### src/rtl/masked_bv8_inv_stage2_hpc3_multi.sv
// Stage 2 of a masked GF(2^8) inverter: NUM_LANES independent lanes of HPC3 gadgets computing
// a0*pow4, a1*pow4 (GF(2^4), x^4+x+1) and theta(pow4) = hi*lo in GF(2^2), one cycle latency.

function automatic int stage_2_hpc3_randoms(input int num_shares);
    // Per share pair: left_p (4), right_p (4), theta_p (2) and joint_r (4) bits.
    return 14 * ((num_shares * (num_shares - 1)) / 2);
endfunction

module masked_bv8_inv_stage2_hpc3_multi #(
    parameter  int NUM_SHARES  = 2,
    parameter  int NUM_LANES   = 4,
    localparam int LANE_RANDOM = stage_2_hpc3_randoms(NUM_SHARES)
) (
    input  logic                                     in_clock,
    input  logic                                     in_reset,
    input  logic [NUM_LANES-1:0][NUM_SHARES-1:0][3:0] in_a0_t1,
    input  logic [NUM_LANES-1:0][NUM_SHARES-1:0][3:0] in_a1_t1,
    input  logic [NUM_LANES-1:0][NUM_SHARES-1:0][3:0] in_pow4_t1,
    input  logic                                     in_valid,
    output logic                                     in_ready,
    input  logic [NUM_LANES*LANE_RANDOM-1:0]         in_random,
    input  logic                                     in_rnd_valid,
    input  logic                                     in_flush,
    output logic [NUM_LANES-1:0][NUM_SHARES-1:0][1:0] out_theta_t2,
    output logic [NUM_LANES-1:0][NUM_SHARES-1:0][3:0] out_mul_a0_t2,
    output logic [NUM_LANES-1:0][NUM_SHARES-1:0][3:0] out_mul_a1_t2,
    output logic                                     out_valid,
    input  logic                                     out_ready,
    output logic [15:0]                              out_starve_cnt
);

    localparam int PAIRS     = (NUM_SHARES * (NUM_SHARES - 1)) / 2;
    localparam int THETA_LSB = 4 * PAIRS;
    localparam int RIGHT_LSB = 6 * PAIRS;
    localparam int LEFT_LSB  = 10 * PAIRS;

    typedef logic [NUM_LANES-1:0][NUM_SHARES-1:0][NUM_SHARES-1:0][3:0] nib_terms_t;
    typedef logic [NUM_LANES-1:0][NUM_SHARES-1:0][NUM_SHARES-1:0][1:0] duo_terms_t;

    function automatic logic [3:0] gf16_mul(input logic [3:0] a, input logic [3:0] b);
        logic [6:0] p;
        p = 7'h00;
        for (int i = 0; i < 4; i++) begin
            for (int j = 0; j < 4; j++) begin
                p[i+j] = p[i+j] ^ (a[i] & b[j]);
            end
        end
        return {p[3] ^ p[6], p[2] ^ p[5] ^ p[6], p[1] ^ p[4] ^ p[5], p[0] ^ p[4]};
    endfunction

    function automatic logic [1:0] gf4_mul(input logic [1:0] a, input logic [1:0] b);
        logic [2:0] p;
        p = {a[1] & b[1], (a[1] & b[0]) ^ (a[0] & b[1]), a[0] & b[0]};
        return {p[1] ^ p[2], p[0] ^ p[2]};
    endfunction

    function automatic int pair_index(input int lo, input int hi);
        return lo * NUM_SHARES - (lo * (lo + 1)) / 2 + (hi - lo - 1);
    endfunction

    nib_terms_t a0_u_d, a0_v_d, a0_u_q, a0_v_q;
    nib_terms_t a1_u_d, a1_v_d, a1_u_q, a1_v_q;
    duo_terms_t th_u_d, th_v_d, th_u_q, th_v_q;

    logic        accept_s;
    logic        starve_s;
    logic        out_valid_d, out_valid_q;
    logic [15:0] starve_cnt_d, starve_cnt_q;

    // Cross terms x_i*(y_j^r)^r' and x_i*r^r' sum to x_i*y_j once both are registered.
    for (genvar l = 0; l < NUM_LANES; l++) begin : g_lane
        for (genvar i = 0; i < NUM_SHARES; i++) begin : g_i
            for (genvar j = 0; j < NUM_SHARES; j++) begin : g_j
                if (i == j) begin : g_diag
                    assign a0_u_d[l][i][j] = gf16_mul(in_a0_t1[l][i], in_pow4_t1[l][i]);
                    assign a0_v_d[l][i][j] = 4'h0;
                    assign a1_u_d[l][i][j] = gf16_mul(in_a1_t1[l][i], in_pow4_t1[l][i]);
                    assign a1_v_d[l][i][j] = 4'h0;
                    assign th_u_d[l][i][j] = gf4_mul(in_pow4_t1[l][i][3:2], in_pow4_t1[l][i][1:0]);
                    assign th_v_d[l][i][j] = 2'h0;
                end else begin : g_cross
                    localparam int PI   = (i < j) ? pair_index(i, j) : pair_index(j, i);
                    localparam int BASE = l * LANE_RANDOM;
                    logic [3:0] joint_s, left_s, right_s;
                    logic [1:0] theta_r_s, theta_p_s;
                    assign joint_s   = in_random[BASE + 4*PI +: 4];
                    assign theta_r_s = in_random[BASE + 2*PI +: 2];
                    assign theta_p_s = in_random[BASE + THETA_LSB + 2*PI +: 2];
                    assign right_s   = in_random[BASE + RIGHT_LSB + 4*PI +: 4];
                    assign left_s    = in_random[BASE + LEFT_LSB + 4*PI +: 4];
                    assign a0_u_d[l][i][j] = gf16_mul(in_a0_t1[l][i], in_pow4_t1[l][j] ^ joint_s) ^ left_s;
                    assign a0_v_d[l][i][j] = gf16_mul(in_a0_t1[l][i], joint_s) ^ left_s;
                    assign a1_u_d[l][i][j] = gf16_mul(in_a1_t1[l][i], in_pow4_t1[l][j] ^ joint_s) ^ right_s;
                    assign a1_v_d[l][i][j] = gf16_mul(in_a1_t1[l][i], joint_s) ^ right_s;
                    assign th_u_d[l][i][j] = gf4_mul(in_pow4_t1[l][i][3:2],
                                                     in_pow4_t1[l][j][1:0] ^ theta_r_s) ^ theta_p_s;
                    assign th_v_d[l][i][j] = gf4_mul(in_pow4_t1[l][i][3:2], theta_r_s) ^ theta_p_s;
                end
            end
        end
    end

    // Handshake, result-valid and starvation-counter next state.
    always_comb begin
        in_ready = ~out_valid_q | out_ready;
        accept_s = in_valid & in_ready & in_rnd_valid;
        starve_s = in_valid & in_ready & ~in_rnd_valid;
        if (in_flush) begin
            out_valid_d = 1'b0;
        end else if (accept_s) begin
            out_valid_d = 1'b1;
        end else if (out_ready) begin
            out_valid_d = 1'b0;
        end else begin
            out_valid_d = out_valid_q;
        end
        if (starve_s && (starve_cnt_q != 16'hFFFF)) begin
            starve_cnt_d = starve_cnt_q + 16'h0001;
        end else begin
            starve_cnt_d = starve_cnt_q;
        end
    end

    // Gadget registers load only on accept so each random draw meets exactly one operand set.
    always_ff @(posedge in_clock or negedge in_reset) begin
        if (!in_reset) begin
            a0_u_q <= '0;
            a0_v_q <= '0;
            a1_u_q <= '0;
            a1_v_q <= '0;
            th_u_q <= '0;
            th_v_q <= '0;
        end else if (accept_s) begin
            a0_u_q <= a0_u_d;
            a0_v_q <= a0_v_d;
            a1_u_q <= a1_u_d;
            a1_v_q <= a1_v_d;
            th_u_q <= th_u_d;
            th_v_q <= th_v_d;
        end
    end

    // Control state.
    always_ff @(posedge in_clock or negedge in_reset) begin
        if (!in_reset) begin
            out_valid_q  <= 1'b0;
            starve_cnt_q <= 16'h0000;
        end else begin
            out_valid_q  <= out_valid_d;
            starve_cnt_q <= starve_cnt_d;
        end
    end

    // Output share i is the XOR of all registered terms of row i.
    always_comb begin
        out_mul_a0_t2 = '0;
        out_mul_a1_t2 = '0;
        out_theta_t2  = '0;
        for (int l = 0; l < NUM_LANES; l++) begin
            for (int i = 0; i < NUM_SHARES; i++) begin
                for (int j = 0; j < NUM_SHARES; j++) begin
                    out_mul_a0_t2[l][i] = out_mul_a0_t2[l][i] ^ a0_u_q[l][i][j] ^ a0_v_q[l][i][j];
                    out_mul_a1_t2[l][i] = out_mul_a1_t2[l][i] ^ a1_u_q[l][i][j] ^ a1_v_q[l][i][j];
                    out_theta_t2[l][i]  = out_theta_t2[l][i] ^ th_u_q[l][i][j] ^ th_v_q[l][i][j];
                end
            end
        end
    end

    assign out_valid      = out_valid_q;
    assign out_starve_cnt = starve_cnt_q;

endmodule

### config.mk
export PLATFORM = sky130hd
export DESIGN_NAME = masked_bv8_inv_stage2_hpc3_multi
export DESIGN_NICKNAME = d
export VERILOG_FILES = /design/src/rtl/masked_bv8_inv_stage2_hpc3_multi.sv
export SDC_FILE = /design/constraint.sdc
export NUM_CORES = 1
export LEC_CHECK = 0
export ABC_CLOCK_PERIOD_IN_PS = 2550
export BUFFER_PORTS_ARGS = -buffer_cell sky130_fd_sc_hd__buf_4
export CAP_MARGIN = 20
export CORE_ASPECT_RATIO = 1.25
export CORE_MARGIN = 1.5
export CORE_UTILIZATION = 55
export CTS_BUF_LIST = sky130_fd_sc_hd__clkbuf_16
export CTS_CLUSTER_DIAMETER = 120
export DETAILED_ROUTE_END_ITERATION = 10
export GPL_TIMING_DRIVEN = 0
export HOLD_SLACK_MARGIN = 0.03
export PLACE_DENSITY = 0.87
export SLEW_MARGIN = 5
export SYNTH_ARGS = -nofsm -noshare
export SYNTH_HDL_FRONTEND = slang
export SYNTH_SLANG_ARGS = --single-unit
export TNS_END_PERCENT = 30
### constraint.sdc
create_clock -name in_clock -period 2.55 [get_ports in_clock]
set_input_delay 0 -clock in_clock [delete_from_list [all_inputs] [get_ports in_clock]]
set_output_delay 0 -clock in_clock [all_outputs]
set_load 0.02 [all_outputs]
==> impl_metrics.env, run 1 <==
export IMPL_ant_nets=0
export IMPL_routed_wl_um=78300
export IMPL_dp_hpwl_um=55100
export IMPL_fmax_ghz=0.399
export IMPL_rsz0062_at_grt="true"
export IMPL_hold_class="input port to flip-flop"
export IMPL_hold_viol_final=0
export IMPL_path_clk_slew_ps=60
export IMPL_status="finished, final reports clean"
export IMPL_drive_above_1_share_pct=12.8
export IMPL_path_class="flip-flop to flip-flop"
export IMPL_routed_via_density=5.81
export IMPL_start_util_pct=55.8
export IMPL_stdcell_area_um2=28700
export IMPL_place_area_um2=27100
export IMPL_num_vias=22896
export IMPL_io_buffers=215
export IMPL_slew_headroom_pct=28.2
export IMPL_netlist_cell_type_count=56
export IMPL_dieHeight_um=240
export IMPL_core_um2=44200
export IMPL_end_kind="flip-flop"
export IMPL_slew_viol_final=0
export IMPL_antenna_found_initial=1
export IMPL_grt_pass1_vias=22377
export IMPL_p_leak_nw=12.6
export IMPL_worstMarginPinSlew_ps=1080
export IMPL_cp_slowest_stage_delay_ps=570
export IMPL_grt_pass1_wl_um=121000
export IMPL_wl_per_cell_um=19.9
export IMPL_cts_tree="yes"
export IMPL_crit_path_start_kind="flip-flop"
export IMPL_htreeDepth=1
export IMPL_grt_max_degree=116
export IMPL_syn_area_um2=24700
export IMPL_crit_fanout=10
export IMPL_ios=256
export IMPL_critPathTopFamily="buffers and inverters"
export IMPL_clk_latency_ps=580
export IMPL_drt_pass1_iterations=6
export IMPL_yosys_warnings=0
export IMPL_ys_ff_latch=257
export IMPL_path_cells="nand2b_1, nand3_1, buf_2, buf_2, buf_2, clkbuf_1, nand2_1, o21ai_0"
export IMPL_die_area_um2=46100
export IMPL_cp_slowest_cell="clkbuf_1"
export IMPL_ir_worst_vdd_mv=0.787
export IMPL_grtUsageTotal_pct=33.7
export IMPL_fin_hold_ws_ps=68.3
export IMPL_nets=3500
export IMPL_arrival_ps=2990
export IMPL_async_reset_ff_share_pct=100
export IMPL_fill_cells=3476
export IMPL_post_cts_buffers=0
export IMPL_syn_inst=3030
export IMPL_routabilityCongestion=0.977
export IMPL_cts_sinks=257
export IMPL_crit_top_cell="buf_2"
export IMPL_synthToLayoutAreaGrowth_pct=16.3
export IMPL_synth_fp_nets=3189
export IMPL_numCtsBuffers=30
export IMPL_final_min_clock_period_ps=2500
export IMPL_synth_edf_count=0
export IMPL_drv_cap=0
export IMPL_die_w_um=192
export IMPL_num_rows=86
export IMPL_drt_iter0_drc=2057
export IMPL_synth_seq_area_share_pct=26.1
export IMPL_drc=0
export IMPL_period_share_pct=98.2
export IMPL_p_per_area_nw_per_um2=744
export IMPL_syn_area_per_cell_um2=8.14
export IMPL_cts_root_buf="clkbuf_16"
export IMPL_crit_required_ps=3030
export IMPL_critPathBufInv=4
export IMPL_setup_violations=0
export IMPL_ys_flop_type="dfrtp_1"
export IMPL_clk_path_buf_depth=3
export IMPL_clock_skew_ps=19.7
export IMPL_grt_overflow=0
-- cell families after synthesis --
family	synth area share (%)
mux	2.57
xor+xnor	38.7
fa+ha+maj	0.0507
compound gates	9.63
simple gates	18.6
flops	26.1
buf+inv	4.43
-- per-layer routing --
layer / wire length (µm) / vias up / GRT usage [%]
li1: - / 10349 / -
met1: 28700 / 10803 / 41.5
met2: 35600 / 1372 / 53.8
met3: 8290 / 372 / 6.23
met4: 5700 / 0 / 22.3
met5: 0 / - / 0
-- final cells by class --
class                      instances  area (µm²)  area share (%)
multi-input combinational       2517       17100            59.7
antenna                            3        7.51          0.0262
timing repair buffer             279        2320            8.10
buffer                           236        1040            3.63
sequential                       257        6430            22.4
clock buffer                      30         751            2.62
clock inverter                    25         209           0.728
inverter                          20        75.1           0.262
tap                              572         716            2.49
-- per-stage QoR --
| stage | setup TNS, ps | setup slack [ps] | util [%] | std cells | power (mW) |
|---|---|---|---|---|---|
| after detailed placement | -5100 | -405 | 61.3 | 3820 | 16.8 |
| after floorplan | 0 | 643 | - | 3030 | 13.0 |
| final | 0 | 45.3 | 64.9 | 3939 | 21.3 |
| after CTS | 0 | 17.8 | 64.9 | 3936 | 21.2 |
| after global routing | -956 | -103 | 64.9 | 3937 | 22.4 |
| after global placement | -183190 | -739 | 61.0 | 3817 | 16.5 |
-- cells in the final DEF, fill, tap and decap left out, types with 6 or more instances in the layout --
cell and count:
nand2_1 936, xnor2_1 620, dfrtp_1 257, o21ai_0 241, buf_4 225, xor2_1 196
clkbuf_1 127, xnor3_1 81, nor2_1 71, dlygate4sd3_1 60, buf_2 58, mux2_2 43
nor3_1 33, clkbuf_16 30, o211ai_1 28, nand2b_1 26, inv_1 26, buf_1 23
a22oi_1 23, and3_1 21, o31ai_1 16, mux2i_1 15, a21oi_1 14, xor2_2 13
clkbuf_2 13, a221oi_1 13, nand3_1 12, o21ai_1 10, xnor3_2 9, nand4_1 8
and4_1 8, clkinv_1 8, a21o_1 6, a31oi_1 6, a211oi_1 6, o22ai_1 6
-- worst reg2reg max path: stages, from the launching register on --
cell	delay, ps
dfrtp_1	350
nand2b_1	130
nand3_1	250
buf_2	350
buf_2	240
buf_2	280
clkbuf_1	570
nand2_1	120
o21ai_0	100
-- what timing repair did --
| item | CTS | global route |
|---|---|---|
| hold endpoints to repair | 261 | 0 |
| endpoints found under the setup margin | 50 | 117 |
| hold buffers | 61 | 0 |
| gates resized for setup | 12 | 20 |
-- where the power goes --
part	switching (mW)	internal, mW
Sequential	0.803	5.15
Combinational	6.11	5.01
Clock	1.83	2.43
-- sequential cells by signal (all words and copies together) (netlist names) --
register        flops
out_valid           1
a0_u_q             64
th_v_q             16
a0_v_q             32
th_u_q             32
a1_u_q             64
out_starve_cnt     16
a1_v_q             32
-- worst paths after layout --
kind / cells after the start / slack [ps] / to / start
worst min register to register: 1 / 490 / out_starve_cnt[5]$_DFFE_PN0P_ / out_starve_cnt[5]$_DFFE_PN0P_
worst max-delay path: 8 / 50 / a1_u_q[57]$_DFFE_PN0P_ / out_valid$_DFFE_PN0P_
min in group asynchronous: 4 / 490 / a0_v_q[53]$_DFFE_PN0P_ / in_reset
worst min-delay path: 5 / 70 / a1_u_q[53]$_DFFE_PN0P_ / in_a1_t1[26]
max in group asynchronous: 5 / 910 / a0_u_q[16]$_DFFE_PN0P_ / in_reset
worst max register to register: 8 / 50 / a1_u_q[57]$_DFFE_PN0P_ / out_valid$_DFFE_PN0P_
-- synthesized netlist by cell type, drive strengths merged (8+ instances only) --
cell type | number | area (µm²)
and4 | 8 | 70.1
clkbuf | 139 | 522
and3 | 21 | 131
buf | 97 | 497
nand2b | 26 | 163
mux2i | 15 | 150
xnor2 | 622 | 5460
mux2 | 43 | 484
nor3 | 33 | 165
nor2 | 71 | 267
o31ai | 16 | 120
nand3 | 12 | 60.1
xor2 | 213 | 2040
nand2 | 936 | 3510
o211ai | 28 | 210
xnor3 | 90 | 2040
nand4 | 8 | 50.1
a221oi | 17 | 174
dfrtp | 257 | 6430
a21oi | 14 | 70.1
a22oi | 23 | 173
o21ai | 251 | 1260
inv | 20 | 75.1
Power figures use the tool's default switching activity.
==> inputs of run 2 (changes only) <==
Settings changed: CORE_UTILIZATION 55 to 30, PLACE_DENSITY 0.87 to 0.58.
==> run 2 against run 1 <==
Net effect:
- wire length up 13%
- clock skew up 12 ps
- worst setup slack better by 130 ps
- highest routed layer is now met5
==> impl_metrics.env, run 2 (same netlist as run 1, synthesis figures left out) <==
export IMPL_p_per_area_nw_per_um2=738
export IMPL_final_cell_mix="nand2_1 (936), xnor2_1 (620), dfrtp_1 (257)"
export IMPL_end_kind="flip-flop"
export IMPL_cts_tree="yes"
export IMPL_numCtsBuffers=31
export IMPL_antenna_found_initial=3
export IMPL_clk_path_buf_depth=3
export IMPL_path_clk_slew_ps=60
export IMPL_endpoint="a0_u_q[55]$_DFFE_PN0P_"
export IMPL_routed_wl_um=88600
export IMPL_grt_pass1_vias=21161
export IMPL_grt_pass1_wl_um=132000
export IMPL_num_vias=21902
export IMPL_crit_fanout=10
export IMPL_grtUsageTotal_pct=20.6
export IMPL_routed_via_density=4.89
export IMPL_status="finished, final reports clean"
export IMPL_cts_root_buf="clkbuf_16"
export IMPL_drv_cap=0
export IMPL_finalPower_mw=22.1
export IMPL_start_util_pct=30.3
export IMPL_multi_input_area_um2=17100
export IMPL_core_um2=81400
export IMPL_crit_start="out_valid$_DFFE_PN0P_"
export IMPL_io_buffers=215
export IMPL_reg2reg_depth=7
export IMPL_crit_required_ps=3050
export IMPL_nets=3543
export IMPL_final_min_clock_period_ps=2380
export IMPL_r2r_start="out_valid$_DFFE_PN0P_"
export IMPL_reg_top3="a0_u_q: 64 flops, a1_u_q: 64 flops"
export IMPL_dieHeight_um=324
export IMPL_slew_viol_final=0
export IMPL_rrSetupSlack_ps=170
export IMPL_rsz0062_at_grt="true"
export IMPL_layoutNonFillerInstCount=4483
export IMPL_p_leak_nw=12.9
export IMPL_die_area_um2=84000
export IMPL_hold_viol_final=0
export IMPL_crit_path_start_kind="flip-flop"
export IMPL_setup_violations=0
export IMPL_clock_skew_ps=31.4
export IMPL_ff_latch_area_um2=6430
export IMPL_slew_headroom_pct=28.5
export IMPL_final_core_util_pct=36.8
export IMPL_synthToLayoutAreaGrowth_pct=21.3
export IMPL_grt_overflow=0
export IMPL_arrival_ps=2880
export IMPL_htreeDepth=1
export IMPL_layout_commonest_cell="nand2_1"
export IMPL_routabilityCongestion=0.902
export IMPL_ir_worst_vdd_mv=0.521
export IMPL_drt_pass1_iterations=5
export IMPL_r2r_end="a0_u_q[55]$_DFFE_PN0P_"
export IMPL_drc=0
export IMPL_worstMarginPinSlew_ps=1070
export IMPL_dp_hpwl_um=65000
export IMPL_die_w_um=259
export IMPL_path_class="flip-flop to flip-flop"
export IMPL_cts_sinks=257
export IMPL_wl_per_cell_um=19.8
export IMPL_grt_max_degree=87
export IMPL_drt_iter0_drc=1591
export IMPL_dp_cells=4327
export IMPL_clk_latency_ps=620
export IMPL_num_rows=117
export IMPL_ios=256
export IMPL_period_share_pct=93.3
export IMPL_drive_above_1_share_pct=13.3
export IMPL_hold_class="input port to flip-flop"
export IMPL_ant_nets=0
export IMPL_fmax_ghz=0.420
export IMPL_fill_cells=8556
run 2: worst max-delay path: stages (launching register included):
cell and delay (ps):
dfrtp_1 350, nand2b_1 120, nand3_1 260, clkbuf_4 300, buf_2 210, buf_1 770, nand2_1 110, o21ai_0 120
run 2: final cells by class:
| type | count | share of cell area [%] |
|---|---|---|
| Tap cell | 1071 | 4.48 |
| Timing Repair Buffer | 321 | 9.34 |
| Antenna cell | 3 | 0.0251 |
| Multi-Input combinational cell | 2517 | 57.3 |
| Inverter | 20 | 0.251 |
| Sequential cell | 257 | 21.5 |
| Clock buffer | 31 | 2.59 |
| Clock inverter | 27 | 0.924 |
| Buffer | 236 | 3.59 |
run 2: worst min-delay path by stage:
stage                        startpoint                     end  cells after the start
final                      in_a1_t1[30]  a1_v_q[56]$_DFFE_PN0P_                      5
after global routing      in_random[50]  a1_v_q[58]$_DFFE_PN0P_                      5
after CTS                 in_random[50]  a1_u_q[58]$_DFFE_PN0P_                      4
after detailed placement       in_reset  a0_v_q[53]$_DFFE_PN0P_                      1
after global placement         in_flush   out_valid$_DFFE_PN0P_                      2
after floorplan                in_reset   a0_u_q[0]$_DFFE_PN0P_                      0
run 2: report_power, final:
part	internal [mW]	switching, mW	total [mW]
logic	5.11	6.34	11.5
registers	5.14	0.766	5.91
clock network	2.65	2.07	4.73
total	12.9	9.18	22.1
run 2: per-layer routing:
layer / up-vias / share of wire [%] / track usage, %
li1: 10453 / - / -
met1: 10616 / 44 / 27.3
met2: 694 / 47 / 34.9
met3: 137 / 5.6 / 2.29
met4: 2 / 3.3 / 6.69
met5: - / 0.0079 / 0
run 2: repair_timing:
item,4_1_cts,5_1_grt
hold endpoints to repair,272,0
setup endpoints to repair,161,57
resized for setup,28,8
hold buffers,95,0
setup buffers,0,0
run 2: stage by stage:
step	hold slack, ps	TNS [ps]	instance area, µm²	setup WS (ps)
after global routing	65.2	-1.57	29900	-1.57
after floorplan	-296	0	24700	643
final	69.4	0	29900	170
after detailed placement	-96.9	-12750	27800	-251
after CTS	31.9	-11.1	29900	-11.1
after global placement	148	-268470	27600	-998
